## config.mk

```make
export PLATFORM = sky130hd
export DESIGN_NAME = gpio_pattern_tx
export DESIGN_NICKNAME = d
export VERILOG_FILES = /design/src/rtl/gpio_pattern_tx.sv
export SDC_FILE = /design/constraint.sdc
export NUM_CORES = 1
export LEC_CHECK = 0
export ABC_AREA = 1
export CORE_MARGIN = 10
export CORE_UTILIZATION = 35
export CTS_BUF_LIST = sky130_fd_sc_hd__clkbuf_4
export DETAILED_ROUTE_END_ITERATION = 10
export PLACE_DENSITY_LB_ADDON = 0.15
export SLEW_MARGIN = 25
export SYNTH_ARGS = -nofsm -noshare
export SYNTH_HDL_FRONTEND = slang
export SYNTH_SLANG_ARGS = --single-unit
```

## constraint.sdc

```tcl
create_clock -name clk_i -period 2.4 [get_ports clk_i]
set_input_delay 0.48 -clock clk_i [delete_from_list [all_inputs] [get_ports clk_i]]
set_output_delay 0.48 -clock clk_i [all_outputs]
set_load 0.01 [all_outputs]
```

## src/rtl/gpio_pattern_tx.sv

```systemverilog
// Purpose : serialises a latched 32-bit pattern LSB-first on a data/strobe pin pair, repeated N times.
// Latency : first bit appears one cycle after start_i is accepted; done_o pulses the cycle after the last HIGH phase.
// Backpr. : none; start_i is only sampled in IDLE and otherwise ignored, abort_i returns to IDLE next cycle.
//
// Ports
//   clk_i, rst_ni       : clock, asynchronous active-low reset
//   start_i, abort_i    : transfer request (IDLE only) / synchronous abort (priority over start)
//   pattern_i, len_i    : bits to send and bit count minus one
//   repeat_i            : extra passes of the pattern (total passes = repeat_i + 1)
//   div_i               : half-period length minus one, in clk_i cycles
//   pol_i               : idle level of the strobe pin
//   cio_data_o/strb_o   : serial data and strobe pins
//   cio_en_o            : pin output enables {strb, data}
//   busy_o, done_o      : transfer active / one-cycle completion pulse
module gpio_pattern_tx #(
  parameter int unsigned DivWidth = 16,
  parameter int unsigned MaxBits  = 32
) (
  input  logic                clk_i,
  input  logic                rst_ni,
  input  logic                start_i,
  input  logic                abort_i,
  input  logic [MaxBits-1:0]  pattern_i,
  input  logic [4:0]          len_i,
  input  logic [7:0]          repeat_i,
  input  logic [DivWidth-1:0] div_i,
  input  logic                pol_i,
  output logic                cio_data_o,
  output logic                cio_strb_o,
  output logic [1:0]          cio_en_o,
  output logic                busy_o,
  output logic                done_o
);

  localparam logic [1:0] StIdle = 2'd0;
  localparam logic [1:0] StLow  = 2'd1;
  localparam logic [1:0] StHigh = 2'd2;

  logic [1:0]          state_q;

  // Transfer parameters captured at acceptance so later input changes are invisible.
  logic [MaxBits-1:0]  pat_q;
  logic [4:0]          len_q;
  logic [DivWidth-1:0] div_q;
  logic                pol_q;

  logic [DivWidth-1:0] half_cnt_q;
  logic [4:0]          bit_idx_q;
  logic [7:0]          pass_cnt_q;

  // Output flops; every pin is a register.
  logic                data_q;
  logic                strb_q;
  logic [1:0]          en_q;
  logic                busy_q;
  logic                done_q;

  logic                half_done;
  logic                last_bit;
  logic                last_pass;
  logic [4:0]          bit_idx_nxt;

  // half_cnt counts 0..div_q, so each phase lasts div_q+1 cycles and never wraps.
  assign half_done   = (half_cnt_q == div_q);
  assign last_bit    = (bit_idx_q == len_q);
  assign last_pass   = (pass_cnt_q == 8'd0);
  assign bit_idx_nxt = bit_idx_q + 5'd1;

  always_ff @(posedge clk_i or negedge rst_ni) begin
    if (!rst_ni) begin
      state_q    <= StIdle;
      pat_q      <= '0;
      len_q      <= '0;
      div_q      <= '0;
      pol_q      <= 1'b0;
      half_cnt_q <= '0;
      bit_idx_q  <= '0;
      pass_cnt_q <= '0;
      data_q     <= 1'b0;
      strb_q     <= 1'b0;
      en_q       <= 2'b00;
      busy_q     <= 1'b0;
      done_q     <= 1'b0;
    end else begin
      done_q <= 1'b0;
      if (abort_i) begin
        // Abort wins over everything, including a same-cycle start.
        state_q    <= StIdle;
        half_cnt_q <= '0;
        bit_idx_q  <= '0;
        pass_cnt_q <= '0;
        data_q     <= 1'b0;
        strb_q     <= pol_q;
        en_q       <= 2'b00;
        busy_q     <= 1'b0;
      end else begin
        case (state_q)
          StIdle: begin
            if (start_i) begin
              state_q    <= StLow;
              pat_q      <= pattern_i;
              len_q      <= len_i;
              div_q      <= div_i;
              pol_q      <= pol_i;
              half_cnt_q <= '0;
              bit_idx_q  <= '0;
              pass_cnt_q <= repeat_i;
              // Drive the first bit from the live inputs so it lands with LOW entry.
              data_q     <= pattern_i[0];
              strb_q     <= pol_i;
              en_q       <= 2'b11;
              busy_q     <= 1'b1;
            end
          end

          StLow: begin
            if (half_done) begin
              state_q    <= StHigh;
              half_cnt_q <= '0;
              strb_q     <= ~pol_q;
            end else begin
              half_cnt_q <= half_cnt_q + 1'b1;
            end
          end

          StHigh: begin
            if (half_done) begin
              half_cnt_q <= '0;
              if (!last_bit) begin
                state_q   <= StLow;
                bit_idx_q <= bit_idx_nxt;
                data_q    <= pat_q[bit_idx_nxt];
                strb_q    <= pol_q;
              end else if (!last_pass) begin
                // Next pass starts immediately, no gap cycle.
                state_q    <= StLow;
                bit_idx_q  <= '0;
                pass_cnt_q <= pass_cnt_q - 8'd1;
                data_q     <= pat_q[0];
                strb_q     <= pol_q;
              end else begin
                state_q   <= StIdle;
                bit_idx_q <= '0;
                data_q    <= 1'b0;
                strb_q    <= pol_q;
                en_q      <= 2'b00;
                busy_q    <= 1'b0;
                done_q    <= 1'b1;
              end
            end else begin
              half_cnt_q <= half_cnt_q + 1'b1;
            end
          end

          default: begin
            state_q <= StIdle;
            data_q  <= 1'b0;
            strb_q  <= pol_q;
            en_q    <= 2'b00;
            busy_q  <= 1'b0;
          end
        endcase
      end
    end
  end

  assign cio_data_o = data_q;
  assign cio_strb_o = strb_q;
  assign cio_en_o   = en_q;
  assign busy_o     = busy_q;
  assign done_o     = done_q;

endmodule

```

==> results of run 1 <==
-- worst max-delay path, cell delays in order (launching register included) --
cell	delay (ps)
dfrtp_1	430
inv_1	100
ha_1	410
o31ai_4	480
inv_4	120
nand2_2	90
nor2_2	40
nand2_1	80
nor2_1	50
nor2_1	120
nor3_2	50
-- final cells by class --
| cell class | instances | area share [%] |
|---|---|---|
| Clock inverter | 2 | 0.129 |
| Tap cell | 176 | 3.79 |
| Multi-Input combinational cell | 388 | 37.7 |
| Clock buffer | 12 | 1.55 |
| Sequential cell | 89 | 38.4 |
| Inverter | 70 | 4.59 |
| Timing Repair Buffer | 80 | 13.8 |
-- per-layer routing --
metal,vias to the layer above,routed length [um]
li1,1963,-
met3,15,547
met2,72,5120
met5,-,0
met1,1781,5350
met4,0,170
-- power by group through the flow --
stage | sequential (W) | combinational [W] | clock (W)
floorplan | 0.00235 | 0.00180 | 0
global placement | 0.00240 | 0.00234 | 0
detailed placement | 0.00242 | 0.00238 | 0
CTS | 0.00239 | 0.00240 | 0.000760
global route | 0.00245 | 0.00272 | 0.000823
finish | 0.00238 | 0.00236 | 0.000725
-- worst max path at each step --
stage	startpoint	end	slack (ps)
after detailed placement	abort_i	half_cnt_q[7]	210
after global placement	abort_i	half_cnt_q[7]	240
after CTS	state_q[0]	half_cnt_q[7]	300
after global routing	bit_idx_q[1]	cio_data_o	90
final	state_q[0]	half_cnt_q[7]	320
after floorplan	state_q[0]	half_cnt_q[7]	550
-- cell usage after synthesis (2+ instances only) --
cell,instances
nand2_1,98
dfrtp_1,89
nor2_1,74
inv_1,62
a21oi_1,39
nand3_1,36
mux2_2,24
o21ai_0,24
xor2_1,24
buf_2,10
nand4_1,9
o21ai_2,9
ha_1,8
clkbuf_1,5
inv_2,5
nand2_2,5
nor2_2,5
nor3_1,5
o21ai_1,4
xnor2_1,4
a21boi_1,2
buf_4,2
nand2_4,2
nor3b_1,2
o221ai_1,2
or2_2,2
-- cells by family after synthesis --
logic type / after synthesis / synth area share [%]
AND/OR/NAND/NOR: 242 / 22.3
buffers and inverters: 89 / 7.65
flip-flops: 89 / 46.6
AO/OA/AOI/OAI: 86 / 10.6
XOR/XNOR: 28 / 5.13
multiplexers: 24 / 5.66
adder cells (fa/ha/maj): 8 / 2.09
-- stage by stage --
step	power [W]	setup slack (ps)	hold slack, ps	cells
2_1_floorplan	0.00415	552	184	566
3_3_place_gp	0.00474	245	388	802
3_5_place_dp	0.00480	213	385	802
4_1_cts	0.00554	297	407	817
5_1_grt	0.00599	89.5	435	817
6_report	0.00546	320	425	817
-- registers in the layout, summed over array words and instances, names as in the netlist, 2 cells and up --
register,count
state_q,2
pat_q,32
half_cnt_q,16
pass_cnt_q,8
len_q,5
div_q,16
bit_idx_q,5
-- what timing repair did --
| action | in CTS | in global routing |
|---|---|---|
| setup endpoints to repair | 0 | 0 |
| hold endpoints to repair | 18 | 0 |
| hold buffers | 1 | 0 |
==> impl_metrics.json, run 1 <==
{
  "syn-cell-area_mm2": 0.00478,
  "drc": 0,
  "hold_path.class": "input pin to async pin",
  "swShare_pct": 39.1,
  "cp.required_ps": 2760,
  "crit_type": "flip-flop to flip-flop",
  "final.min_clock_period_ps": 2080,
  "clk_latency_ps": 460,
  "die_area_mm2": 0.0187,
  "ys_top_cells_by_area": "dfrtp_1 (47%), nand2_1 (7.7%), nor2_1 (5.8%)",
  "grt_pass1_vias": 4018,
  "ys.flop_type": "dfrtp_1",
  "yosysWarnings": 0,
  "combPwrFrac_pct": 43.2,
  "cp-start-kind": "flip-flop",
  "synth_top_area_share_pct": 46.6,
  "globalRouteMet2Util_pct": 19.5,
  "yosysTopAreaCell": "dfrtp_1",
  "synth_edf_count": 0,
  "grt_max_degree": 64,
  "met3_usage_pct": 2.97,
  "yosysSeqAreaShare_pct": 46.6,
  "rr_endpoint": "half_cnt_q[7]",
  "ctsResizeCount": 0,
  "ant_nets": 0,
  "wl_per_cell_um": 13.7,
  "cts_setup_buffers": 0,
  "cts_tree": "built",
  "ys_async_sr_fraction_pct": 100,
  "cts_sinks": 89,
  "netSwitchingPower_w": 0.00214,
  "slew_violations": 0,
  "wirelength_um": 11200,
  "multiInputGateArea_mm2": 0.00219,
  "clkTransAtPathRegs_ps": 140,
  "ios": 72,
  "drive_gt1_share_pct": 12.6,
  "synth_cells": 566,
  "syn_to_final_growth_pct": 21.4,
  "grt-busiest-layer": "met2",
  "fillCellCount": 1374,
  "antenna_found_initial": 0,
  "final_cell_mix": "nand2_1 (97), dfrtp_1 (89), nor2_1 (74)",
  "maxCapViolCount": 0,
  "die_w_um": 137,
  "gp_congestion": 0.878,
  "io_buffers": 71,
  "antenna-diode-count": 0,
  "grt.overflow.total": 0,
  "grt_pass1_wl_um": 19100,
  "avgSynthCellArea_um2": 8.44,
  "drt_iter0_markers": 254,
  "layout_commonest_cell": "nand2_1",
  "end_kind": "flip-flop",
  "fin_util_pct": 43.6,
  "detail_route.vias_per_cell": 4.69,
  "grtUsageMet1_pct": 16.7,
  "post-route-cell-area_mm2": 0.00580,
  "rrSetupSlack_ps": 320,
  "r2r_start": "state_q[0]",
  "cts_max_path_buffers": 2,
  "regArea_mm2": 0.00223,
  "post-route-period-util_pct": 86.7,
  "dieHeight_um": 137,
  "dp_hpwl_um": 8390,
  "crit_path_max_fanout": 8,
  "clockRootBuffer": "clkbuf_4",
  "drtPass1Iterations": 4,
  "final_hold_viol_count": 0,
  "finClkSkew_ps": 21.8,
  "placeableCoreArea_mm2": 0.0133,
  "place_area_mm2": 0.00570,
  "yosysUniqueCellTypes": 41,
  "cts_made_buffers": 9,
  "track_usage_pct": 12.6,
  "power_leakage_nw": 2.68,
  "worst_pin_slew_ps": 438,
  "rr_worst_depth": 10,
  "start_util_pct": 35.9,
  "relSlewSlack_pct": 70.8,
  "num_vias": 3831,
  "p_clk_share_pct": 13.3,
  "outcome": "finished, final reports clean",
  "cts_max_level": 3,
  "power_density_mw_per_mm2": 941,
  "setup_viol": 0,
  "internal_power_w": 0.00332,
  "max_freq_ghz": 0.481,
  "syn_nets": 640,
  "critPathArrivalTime_ps": 2440,
  "synth_seq_cells": 89,
  "fin_nets": 712,
  "rsz0062_at_grt": "no",
  "ir_drop_v": 0.000331,
  "finalSetupTns_ps": 0,
  "power_frac_seq_pct": 43.6,
  "placementRows": 42
}
(Power assumes the default switching activity.)
==> run 2, diff against run 1 <==
--- a/config.mk
+++ b/config.mk
@@ -5,7 +5,6 @@
 export SDC_FILE = /design/constraint.sdc
 export NUM_CORES = 1
 export LEC_CHECK = 0
-export ABC_AREA = 1
 export CORE_MARGIN = 10
 export CORE_UTILIZATION = 35
 export CTS_BUF_LIST = sky130_fd_sc_hd__clkbuf_4
==> constraint.sdc (replaced) <==
create_clock -name clk_i -period 2.4 [get_ports clk_i]
set_input_delay 0.24 -clock clk_i [delete_from_list [all_inputs] [get_ports clk_i]]
set_output_delay 0.24 -clock clk_i [all_outputs]
set_load 0.01 [all_outputs]
==> run 2 against run 1 <==
Effect of this change: fmax decreased by 10%; synthesized area is 0.18% lower; first-iteration DRC count decreased by 20%; die area shrank 0.16%; synthesized cell count decreased by 23%; non-clock buffer count increased by 27; sequential power increased by 3%; clock power up 16%; final cell count shrank 13%; final area grew 5.2%; setup slack got worse by 230 ps.
==> impl_metrics.json, run 2 <==
{
  "cts_tree": "built",
  "multiInputGateArea_mm2": 0.00245,
  "synth_common_cells": "dfrtp_1 (89), mux2_2 (57), nor2_1 (31)",
  "ios": 72,
  "cts_made_buffers": 9,
  "die_w_um": 137,
  "wl_per_cell_um": 16.6,
  "setup_viol": 0,
  "syn-cell-area_mm2": 0.00477,
  "slew_violations": 0,
  "ys_async_sr_fraction_pct": 100,
  "placementRows": 42,
  "final_cell_mix": "dfrtp_1 (84), clkdlybuf4s50_1 (70), mux2_2 (57)",
  "avgSynthCellArea_um2": 11.0,
  "clkTransAtPathRegs_ps": 140,
  "hold_path.class": "input pin to async pin",
  "yosysMostFrequentCell": "dfrtp_1",
  "drive_gt1_share_pct": 26.2,
  "dp_hpwl_um": 8650,
  "clk_latency_ps": 450,
  "hold_slack_ps": 324,
  "worst_pin_slew_ps": 650,
  "layout_commonest_cell": "dfrtp_1",
  "yosysSeqAreaShare_pct": 46.7,
  "synth_top_area_share_pct": 46.7,
  "wirelength_um": 11800,
  "crit_type": "flip-flop to flip-flop",
  "rrSetupSlack_ps": 90,
  "ir_drop_v": 0.000525,
  "power_density_mw_per_mm2": 937,
  "place_ws_ps": -85.5,
  "clockRootBuffer": "clkbuf_4",
  "yosysWarnings": 0,
  "cts_sinks": 89,
  "yosysUniqueCellTypes": 52,
  "final.min_clock_period_ps": 2310,
  "drc": 0,
  "post-route-period-util_pct": 96.3,
  "synth_cells": 434,
  "synth_top_family_by_area": "multiplexers",
  "io_buffers": 71,
  "relSlewSlack_pct": 56.5,
  "cts_max_level": 3,
  "yosys.area_share.simple_pct": 13.3,
  "regMostFlops": "pat_q",
  "rr_worst_depth": 6,
  "maxCapViolCount": 0,
  "grt_pass1_wl_um": 19200,
  "drt_iter0_markers": 204,
  "cts_max_path_buffers": 2,
  "placeableCoreArea_mm2": 0.0133,
  "finalSetupTns_ps": 0,
  "syn_to_final_growth_pct": 27.9,
  "synth_seq_cells": 89,
  "antenna_found_initial": 1,
  "die_area_mm2": 0.0187,
  "gp_congestion": 0.850,
  "max_freq_ghz": 0.433,
  "synthMuxAreaShare_pct": 18.7,
  "syn_nets": 508,
  "synth-adder-area-share_pct": 2.10,
  "largest_registers": "pat_q x32, div_q x16, half_cnt_q x16",
  "dieHeight_um": 137,
  "detail_route.vias_per_cell": 5.16,
  "crit_path_max_fanout": 6,
  "track_usage_pct": 13.0,
  "start_util_pct": 35.9,
  "synth-compound-area-share_pct": 9.63,
  "finClkSkew_ps": 14.3,
  "r2r_start": "bit_idx_q[0]",
  "final_hold_viol_count": 0,
  "fin_nets": 600,
  "largest_reg_flops": 32,
  "synth_edf_count": 0,
  "end_kind": "flip-flop",
  "fin_util_pct": 45.9,
  "drtPass1Iterations": 5,
  "ys_top_cells_by_area": "dfrtp_1 (47%), mux2_2 (13%), xnor2_1 (4.4%)",
  "regArea_mm2": 0.00223,
  "cp.required_ps": 2760,
  "grt_max_degree": 53,
  "fillCellCount": 1258,
  "yosysTopAreaCell": "dfrtp_1",
  "ant_nets": 0,
  "ys.flop_type": "dfrtp_1",
  "rr_endpoint": "cio_data_o",
  "critPathArrivalTime_ps": 2670,
  "num_vias": 3654,
  "power_leakage_nw": 2.46,
  "setup_slack_ps": 88.4,
  "outcome": "finished, final reports clean",
  "grt_pass1_vias": 3706,
  "fin_total_pwr_w": 0.00572,
  "cp-start-kind": "flip-flop",
  "grt.overflow.total": 0,
  "synth-xor-area-share_pct": 6.03
}
## run 2: cell type report
type                    count  share of cell area [%]
well taps                 176                    3.61
clock inverters             6                   0.964
flip-flops and latches     89                    36.6
inverters                  14                   0.861
diodes                      1                  0.0410
repair buffers            107                    16.5
multi-input cells         305                    40.1
clock buffers              10                    1.23
## run 2: worst max-delay path by stage
| stage | start | end | cells past startpoint |
|---|---|---|---|
| 6_report | bit_idx_q[0] | cio_data_o | 6 |
| 3_3_place_gp | bit_idx_q[1] | cio_data_o | 6 |
| 2_1_floorplan | bit_idx_q[1] | cio_data_o | 8 |
| 4_1_cts | half_cnt_q[12] | pass_cnt_q[0] | 6 |
| 3_5_place_dp | half_cnt_q[10] | half_cnt_q[0] | 6 |
| 5_1_grt | half_cnt_q[8] | bit_idx_q[4] | 7 |
## run 2: routing by layer
layer	track usage, %	share of wire (%)	wire length (um)
met5	0	0	0
met4	3.31	0.48	57
met3	4.22	5.2	607
met2	20.4	48	5710
met1	16.8	46	5410
## run 2: where the power goes
part / leakage [nW] / internal [W] / total, W / switching, W
Sequential: 1.11 / 0.00206 / 0.00246 / 0.000401
Clock: 0.0698 / 0.000322 / 0.000844 / 0.000522
Combinational: 1.28 / 0.00132 / 0.00241 / 0.00109
## run 2: critical path, cell delays in order (launching register included)
cell       delay [ps]
dfrtp_1           420
ha_2              390
buf_4             200
mux4_2            320
a2111oi_1         450
o211ai_1          180
a31o_2            280
## run 2: cells by family (layout without fill, tap and decap cells)
| family | after synthesis | in the layout |
|---|---|---|
| AOI/OAI and AO/OA | 73 | 73 |
| xor gates and xnor gates | 32 | 32 |
| adders and majority gates | 8 | 8 |
| buffers and inverters | 40 | 137 |
| DFF | 89 | 89 |
| muxes | 72 | 72 |
| other | 0 | 1 |
| and+or+nand+nor | 120 | 120 |
## run 2: per-stage QoR
stage | std cells | cell area (um2)
global placement | 681 | 5800
finish | 708 | 6100
floorplan | 434 | 4770
global route | 708 | 6100
detailed placement | 681 | 5800
CTS | 698 | 5950
## run 2: timing repair
action / 4_1_cts / 5_1_grt
cloned: 0 / 0
pin swaps: 1 / 2
hold buffers: 1 / 0
setup buffers: 0 / 9
setup endpoints to repair: 3 / 11
gates resized for setup: 1 / 19
hold endpoints to repair: 42 / 0
